### src/rtl/debounce_pkg.sv
// Shared definitions for the multi-channel debouncer: per-channel FSM
// state encoding, used by the channel FSM and by anything observing it.
package debounce_pkg;

    typedef enum logic [1:0] {
        IDLE         = 2'd0,
        PRESS_WAIT   = 2'd1,
        PRESSED      = 2'd2,
        RELEASE_WAIT = 2'd3
    } db_state_t;

    // The debounced level is high only once a press has been accepted.
    function automatic logic state_level(input db_state_t st);
        return (st == PRESSED) || (st == RELEASE_WAIT);
    endfunction

endpackage

### src/rtl/debounce_channel.sv
// One debouncer channel: 2-flop synchroniser, Moore FSM with a stability
// counter, registered press/release strobes and (with LONG_PRESS_EN defined)
// a hold counter driving a one-shot long-press strobe.
//
// Handshake: none. p_raw is a free-running asynchronous level; the strobes are
// single-cycle, unacknowledged events that downstream logic samples every clk.
module debounce_channel
    import debounce_pkg::*;
#(
    parameter int CNT_W         = 16,
    parameter int STABLE_CYCLES = 50000,
    parameter int LONG_CYCLES   = 65535
) (
    input  logic       clk,
    input  logic       reset,
    input  logic       p_raw,
    output logic       level,
    output logic       press_pulse,
    output logic       release_pulse,
    output logic       long_pulse,
    output logic [1:0] dbg_state
);

    localparam logic [CNT_W-1:0] STABLE_LAST = CNT_W'(STABLE_CYCLES - 1);

    logic             sync_1;
    logic             s;
    db_state_t        state;
    db_state_t        state_next;
    logic [CNT_W-1:0] cnt;
    logic [CNT_W-1:0] cnt_next;
    logic             press_next;
    logic             release_next;

    // Two-flop synchroniser; the FSM only ever looks at s.
    always_ff @(posedge clk or negedge reset) begin
        if (!reset) begin
            sync_1 <= 1'b0;
            s      <= 1'b0;
        end else begin
            sync_1 <= p_raw;
            s      <= sync_1;
        end
    end

    // State, stability counter and registered strobes.
    always_ff @(posedge clk or negedge reset) begin
        if (!reset) begin
            state         <= IDLE;
            cnt           <= '0;
            press_pulse   <= 1'b0;
            release_pulse <= 1'b0;
        end else begin
            state         <= state_next;
            cnt           <= cnt_next;
            press_pulse   <= press_next;
            release_pulse <= release_next;
        end
    end

    // Next state: a change is accepted only after STABLE_CYCLES equal samples.
    always_comb begin
        state_next   = state;
        cnt_next     = cnt;
        press_next   = 1'b0;
        release_next = 1'b0;
        case (state)
            IDLE: begin
                if (s) begin
                    state_next = PRESS_WAIT;
                    cnt_next   = CNT_W'(1);
                end else begin
                    cnt_next = '0;
                end
            end
            PRESS_WAIT: begin
                if (!s) begin
                    state_next = IDLE;
                    cnt_next   = '0;
                end else if (cnt == STABLE_LAST) begin
                    state_next = PRESSED;
                    cnt_next   = '0;
                    press_next = 1'b1;
                end else begin
                    cnt_next = cnt + CNT_W'(1);
                end
            end
            PRESSED: begin
                if (!s) begin
                    state_next = RELEASE_WAIT;
                    cnt_next   = CNT_W'(1);
                end
            end
            RELEASE_WAIT: begin
                if (s) begin
                    state_next = PRESSED;
                    cnt_next   = '0;
                end else if (cnt == STABLE_LAST) begin
                    state_next   = IDLE;
                    cnt_next     = '0;
                    release_next = 1'b1;
                end else begin
                    cnt_next = cnt + CNT_W'(1);
                end
            end
            default: begin
                state_next = IDLE;
                cnt_next   = '0;
            end
        endcase
    end

    assign level     = state_level(state);
    assign dbg_state = state;

`ifdef LONG_PRESS_EN
    localparam logic [CNT_W-1:0] LONG_LAST = CNT_W'(LONG_CYCLES);

    logic [CNT_W-1:0] hold_cnt;
    logic             long_fired;

    // Hold counter: restarts on every entry to PRESSED, saturates at
    // LONG_CYCLES, and fires long_pulse once per press until back in IDLE.
    always_ff @(posedge clk or negedge reset) begin
        if (!reset) begin
            hold_cnt   <= '0;
            long_fired <= 1'b0;
            long_pulse <= 1'b0;
        end else begin
            long_pulse <= 1'b0;
            if (state_next == PRESSED && state != PRESSED) begin
                hold_cnt <= '0;
            end else if (level && hold_cnt != LONG_LAST) begin
                hold_cnt <= hold_cnt + CNT_W'(1);
                if ((hold_cnt + CNT_W'(1)) == LONG_LAST && !long_fired) begin
                    long_pulse <= 1'b1;
                    long_fired <= 1'b1;
                end
            end
            if (state == IDLE) begin
                long_fired <= 1'b0;
            end
        end
    end
`else
    // No hold counter in this build; LONG_CYCLES has no effect.
    assign long_pulse = (LONG_CYCLES < 0);
`endif

endmodule

### src/rtl/multi_channel_debouncer.sv
// N-channel push-button debouncer: N_CH independent debounce_channel
// instances. Build option: define LONG_PRESS_EN to include the long-press
// strobe; otherwise long_pulse is constant 0.
// dbg_state packs each channel's 2-bit FSM state (channel i at [2*i +: 2]).
module multi_channel_debouncer
    import debounce_pkg::*;
#(
    parameter int N_CH          = 4,
    parameter int CNT_W         = 16,
    parameter int STABLE_CYCLES = 50000,
    parameter int LONG_CYCLES   = 65535
) (
    input  logic              clk,
    input  logic              reset,
    input  logic [N_CH-1:0]   p_raw,
    output logic [N_CH-1:0]   level,
    output logic [N_CH-1:0]   press_pulse,
    output logic [N_CH-1:0]   release_pulse,
    output logic [N_CH-1:0]   long_pulse,
    output logic [2*N_CH-1:0] dbg_state
);

    // One fully independent debouncer per channel.
    for (genvar i = 0; i < N_CH; i++) begin : g_ch
        debounce_channel #(
            .CNT_W        (CNT_W),
            .STABLE_CYCLES(STABLE_CYCLES),
            .LONG_CYCLES  (LONG_CYCLES)
        ) u_ch (
            .clk          (clk),
            .reset        (reset),
            .p_raw        (p_raw[i]),
            .level        (level[i]),
            .press_pulse  (press_pulse[i]),
            .release_pulse(release_pulse[i]),
            .long_pulse   (long_pulse[i]),
            .dbg_state    (dbg_state[2*i +: 2])
        );
    end

endmodule
### config.mk
export PLATFORM = sky130hd
export DESIGN_NAME = multi_channel_debouncer
export DESIGN_NICKNAME = d
export VERILOG_FILES = /design/src/rtl/debounce_pkg.sv /design/src/rtl/debounce_channel.sv /design/src/rtl/multi_channel_debouncer.sv
export SDC_FILE = /design/constraint.sdc
export NUM_CORES = 1
export LEC_CHECK = 0
export BUFFER_PORTS_ARGS = -buffer_cell sky130_fd_sc_hd__buf_4
export CORE_MARGIN = 2
export CORE_UTILIZATION = 60
export DETAILED_ROUTE_END_ITERATION = 8
export PLACE_DENSITY_LB_ADDON = 0.2
export SYNTH_ARGS = -nofsm -noshare
export SYNTH_HDL_FRONTEND = slang
export SYNTH_HIERARCHICAL = 1
export SYNTH_SLANG_ARGS = --single-unit
export TNS_END_PERCENT = 10
### constraint.sdc
create_clock -name clk -period 3.5 [get_ports clk]
set_input_delay 0.35 -clock clk [delete_from_list [all_inputs] [get_ports clk]]
set_output_delay 0.35 -clock clk [all_outputs]
set_load 0.05 [all_outputs]
======== Yosys cells after proc, flatten, opt, wreduce, memory -nomap -nowiden ========
Cells that the tools add are included.
storage, ports and cells
  word-level logic and storage cells ...... 144
  input port bits ......................... 6
  bits in registers ....................... 88
cells by class
  reduce and logical (&&, ||, !) cells .... 12
  add/sub/neg operators ................... 4
  mux-type cells .......................... 72
  equality and inequality tests ........... 32
operator list
  kind                     count
  $mux W16                 16
  $pmux W16 S4             4
  $add A16 B1 Y16 const B  4
  $eq A16 B16 Y1 const B   4
  $mux W2                  24
  $pmux W2 S4              4
  $mux W1                  24
  $eq A2 B2 Y1 const B     8
  $reduce_and A4 Y1        4
  $ne A3 B1 Y1 const B     4
  $ne A3 B3 Y1 const B     4
  $eq A2 B1 Y1 const B     4
  $logic_not A2 Y1         4
  $ne A2 B1 Y1 const B     4
  $ne A2 B2 Y1 const B     4
  $logic_or A1 B1 Y1       4

======== Longest topological paths before layout ========
  depth after elaboration ................. 4
  mapped depth ............................ 7
  gate-level depth less buffers ........... 6

======== Hierarchy ========
Netlist, hierarchy kept.
by module, submodules not included
  module                                instances  cells an instance  seq. area each (sq um)  area an instance (sq um)
  debounce_channel at g_ch[0].u_ch ...  3          127                550.5                   1,173.6
  debounce_channel at g_ch[3].u_ch      1          121                550.5                   1,159.9

======== Least setup slack after synthesis ========
No wires, ideal clock.
  path kind ............................... reg-to-reg
  from .................................... register g_ch[0].u_ch.cnt[10]
  to ...................................... register g_ch[0].u_ch.cnt[13]
  data required time ...................... 3.374 ns
  arrival ................................. 1.850 ns
  setup slack ............................. 1.524 ns
  cell stages (with the launch flop) ...... 7
  library setup time ...................... 0.126 ns
  cells stage by stage .................... dfrtp_1 buf_6 or4b_4 nor4_4 nor2_2 and3_1 a221o_1
on the way
  cells in the longest elaborated chain, start to end .. 4
  elaborated cells on any way between the ends .. 6
  those cells by class .................... add/sub (1); eq/ne (1); mux (4)
ends and longest elaborated chain
  item                                                      RTL line                                        RTL
  start, declared                                           debounce_channel.sv:30                          logic [CNT_W-1:0] cnt;
  start signal, assigned                                    debounce_channel.sv:55                          cnt <= cnt_next;
  $add A16 B1 Y16 / $eq A16 B16 Y1 (equally long branches)  -
  $mux W16 (*)                                              debounce_channel.sv:80, debounce_channel.sv:98
  $mux W16, on equally long branches                        debounce_channel.sv:95, debounce_channel.sv:77
  $pmux W16 S4 (*)                                          debounce_channel.sv:67                          case (state)
Mark *: on every way between the ends. The rest lies on a longest branch, timed or not.
A chain may end at the register's enable or synchronous reset.

======== Worst setup path in the final report ========
  from .................................... register g_ch[2].u_ch.cnt[10]
  to ...................................... register g_ch[2].u_ch.cnt[13]
on the way
  cells in the longest elaborated chain, start to end .. 4
  elaborated cells on any way between the ends .. 6
  those cells by class .................... add/sub (1); eq/ne (1); mux (4)
ends and longest elaborated chain
  item                                                      RTL line
  start, declared                                           debounce_channel.sv:30
  start signal, assigned                                    debounce_channel.sv:55
  $add A16 B1 Y16 / $eq A16 B16 Y1 (equally long branches)  -
  $mux W16 (*)                                              debounce_channel.sv:80, debounce_channel.sv:98
  $mux W16, on equally long branches                        debounce_channel.sv:95, debounce_channel.sv:77
  $pmux W16 S4 (*)                                          debounce_channel.sv:67
Marked as above.

==> qor.yml <==
setup_path:
  r2r-start: "g_ch[2].u_ch/cnt[10]$_DFFE_PN0P_"
  worst-path-max-fanout: 23
  endpoint: "g_ch[2].u_ch/cnt[13]$_DFFE_PN0P_"
  rr_worst_depth: 5
  cp-end-kind: "register"
  arrival_ns: 2.56
  start_kind: "register"
  path_class: "register to register"
  r2r_end: "g_ch[2].u_ch/cnt[13]$_DFFE_PN0P_"
  r2r_slack_ns: 1.19
  critical_path_required_ns: 3.75
  startpoint: "g_ch[2].u_ch/cnt[10]$_DFFE_PN0P_"
sta:
  hold_viol: 0
  drv_slew: 0
  post-route-period-util: 0.660
  worstMarginPinSlew_ns: 0.804
  max_freq_mhz: 433
  clock_skew_ns: 0.0107
  min_period_ns: 2.31
  grt_setup_unrepaired: "no"
  slew_headroom: 0.464
  setup_viol: 0
  setup_tns_ns: 0
  holdWs_ns: 0.0854
grt:
  grt_overflow: 0
  grt_max_degree: 47
  grt_use_met1: 0.312
  use_met2: 0.367
  busiest_layer: "met2"
  met3_usage: 0.0716
  grt_pass1_vias: 3494
  grt_pass1_wl_mm: 16.1
  antenna_found_initial: 0
  track_usage: 0.233
clocking:
  cts.sinks: 88
  cts_resized: 0
  numCtsBuffers: 9
  clk_path_buf_depth: 2
  clkSlewWorstSetupHoldPaths_ns: 0.09
  worst_skew_pair.late_latency_ns: 0.36
  htree_levels: 3
  cts_setup_buffers: 0
  cts_root_buf: "clkbuf_8"
  cts_tree: "built"
floorplanning:
  io-pin-count: 30
  rows: 32
  core_area_um2: 7650
  start_util: 0.612
  die_x_um: 92.3
  die_h_um: 92.3
  die_area_um2: 8520
power:
  peakVddDrop_mv: 0.502
  power_density_nw_per_um2: 618
  p_sw_frac: 0.420
  intPower_mw: 1.82
  p_leak_nw: 2.16
  clkPwrFrac: 0.228
  p_sw_mw: 1.31
  combPwrFrac: 0.358
  seqPwrFrac: 0.414
cells_and_area:
  drive_above_1_share: 0.125
  final_net_count: 526
  design_area_um2: 5070
  final_util: 0.663
  area_growth_pct: 8.29
  multi_input_area_um2: 2270
  num-fill-cells: 648
  register_area_um2: 2200
  antenna-diode-count: 0
outcome:
  status: "complete, no violations"
place:
  place.gp.congestion: 0.915
  port_buffers: 25
  place_area_um2: 4850
  hpwl_mm: 6.42
logic_synthesis:
  syn_nets: 512
  synthSimpleGateAreaFrac: 0.272
  ys_seq_area_frac: 0.470
  synth_top_family_by_area: "simple AND/OR/NAND/NOR gates"
  synth.cell_area_um2: 4680
  postSynthAreaPerCell_um2: 9.32
  synth_compound_area_frac: 0.165
  synthMuxAreaShare: 0.0254
  async_reset_ff_frac: 1.00
  dominantRegCellSynth: "dfrtp_1"
  ys_ff_latch: 88
  synth_fa_ha_area_frac: 0.0107
  syn-instance-count: 502
  synth_edf_count: 0
  yosysUniqueCellTypes: 49
  ys.warnings.count: 6
  synth_xor_area_frac: 0.00748
detailed_routing:
  post_drt_wl_per_cell_um: 14.9
  viasPerCell: 6.22
  drc_errors: 0
  vias: 3873
  drt_iter0_drc: 177
  antenna_left: 0
  routed_wirelength_mm: 9.29
  firstDrtPassIters: 5
worst_hold_path:
  hp-class: "input port to register"
flow_run:
  cap_violations: 0
-- placed cells by master, fill, tap and decap left out, types with 3 or more instances in the layout --
master,synthesis,layout
a21oi_1,28,28
xor2_1,4,4
and2_1,7,7
o31ai_1,3,3
nor4b_1,3,3
dfrtp_1,88,88
a41oi_1,6,6
nor4_4,4,4
o21ai_0,32,32
a221o_1,3,3
or4_1,6,6
nor2_2,3,3
and3_1,10,10
nand2_1,65,65
ha_1,4,4
a22o_1,5,5
inv_1,13,13
mux2_2,3,3
or3_1,9,9
a311oi_1,3,3
nand3_1,30,30
nor3b_1,8,8
or4b_1,3,3
a32oi_1,3,3
nor2_1,34,34
nor3_1,10,10
clkbuf_8,0,9
or2_2,4,4
nand3b_1,3,3
buf_4,6,28
conb_1,4,4
a31oi_1,37,37
mux2i_1,7,7
or4b_4,4,4
nand4b_1,3,3
o211ai_1,3,3
nand4_1,13,13
-- metrics by stage --
step                total power, mW  std cells  setup WS, ns
finish                         3.13        623          1.19
floorplan                      2.18        502          1.52
CTS                            3.16        623          1.21
global route                   3.33        623          1.06
detailed placement             2.43        606          1.22
global placement               2.40        606          1.28
-- cells in the mapped netlist (5+ instances only) --
master    count  share of area
dfrtp_1      88           0.47
nand2_1      65          0.052
a31oi_1      37          0.049
nor2_1       34          0.027
o21ai_0      32          0.034
nand3_1      30          0.032
a21oi_1      28          0.030
inv_1        13          0.010
nand4_1      13          0.017
and3_1       10          0.013
buf_2        10          0.011
nor3_1       10          0.011
or3_1         9          0.012
nor3b_1       8          0.013
and2_1        7         0.0094
mux2i_1       7          0.015
a41oi_1       6          0.011
buf_4         6         0.0096
or4_1         6         0.0096
a22o_1        5         0.0094
clkbuf_1      5         0.0040
-- per-layer routing --
layer | part of all wire | up-vias
li1 | - | 1888
met5 | 0 | -
met3 | 0.048 | 11
met1 | 0.46 | 1874
met4 | 0.012 | 0
met2 | 0.48 | 100
-- cell families (layout without fill, tap and decap cells) --
kind of cell / count (synthesis) / in the layout
muxes: 11 / 11
and+or+nand+nor: 227 / 227
buffers and inverters: 39 / 58
adders and majority gates: 4 / 4
AOI/OAI and AO/OA: 125 / 125
DFF: 88 / 88
other: 4 / 4
xor gates and xnor gates: 4 / 4
-- area by class of cell --
class	count	share of cell area
Timing Repair Buffer	29	0.0434
Inverter	13	0.00963
Sequential cell	88	0.434
Tap cell	102	0.0252
Clock buffer	9	0.0244
Multi-Input combinational cell	375	0.447
Clock inverter	7	0.0158
-- critical path: stages (launching register included) --
cell and delay, ns:
dfrtp_1 0.48, or4b_4 0.56, nor4_4 0.42, nor2_2 0.25, and3_1 0.23, a221o_1 0.26
-- repair_timing --
item / in CTS / in global routing
hold buffers: 1 / 0
setup endpoints to repair: 0 / 0
hold endpoints to repair: 22 / 0
-- power by group through the flow --
| stage | Combinational (mW) | Clock [mW] | Sequential [mW] |
|---|---|---|---|
| finish | 1.12 | 0.714 | 1.30 |
| global route | 1.23 | 0.780 | 1.33 |
| global placement | 1.09 | 0 | 1.31 |
| floorplan | 0.749 | 0 | 1.43 |
| detailed placement | 1.12 | 0 | 1.32 |
| CTS | 1.12 | 0.743 | 1.30 |
-- state kept, by name, indices dropped and copies added, names as in the netlist, named ones only --
signal                   count
g_ch.u_ch/s                  4
g_ch.u_ch/release_pulse      4
g_ch.u_ch/press_pulse        4
g_ch.u_ch/cnt               64
g_ch.u_ch/sync_1             4
g_ch.u_ch/dbg_state          4
-- worst min path at each step --
stage | from | endpoint | slack, ns | cells past startpoint
after CTS | p_raw[0] | g_ch[0].u_ch/sync_1$_DFF_PN0_ | 0.07 | 1
after detailed placement | reset | g_ch[2].u_ch/cnt[12]$_DFFE_PN0P_ | 0.27 | 1
final | p_raw[1] | g_ch[1].u_ch/sync_1$_DFF_PN0_ | 0.09 | 1
after floorplan | reset | asynchronous set/reset pin | 0.05 | 0
after global placement | reset | g_ch[2].u_ch/cnt[12]$_DFFE_PN0P_ | 0.26 | 1
after global routing | p_raw[0] | g_ch[0].u_ch/sync_1$_DFF_PN0_ | 0.05 | 1
Note: power is estimated with default switching activity, not from simulation.
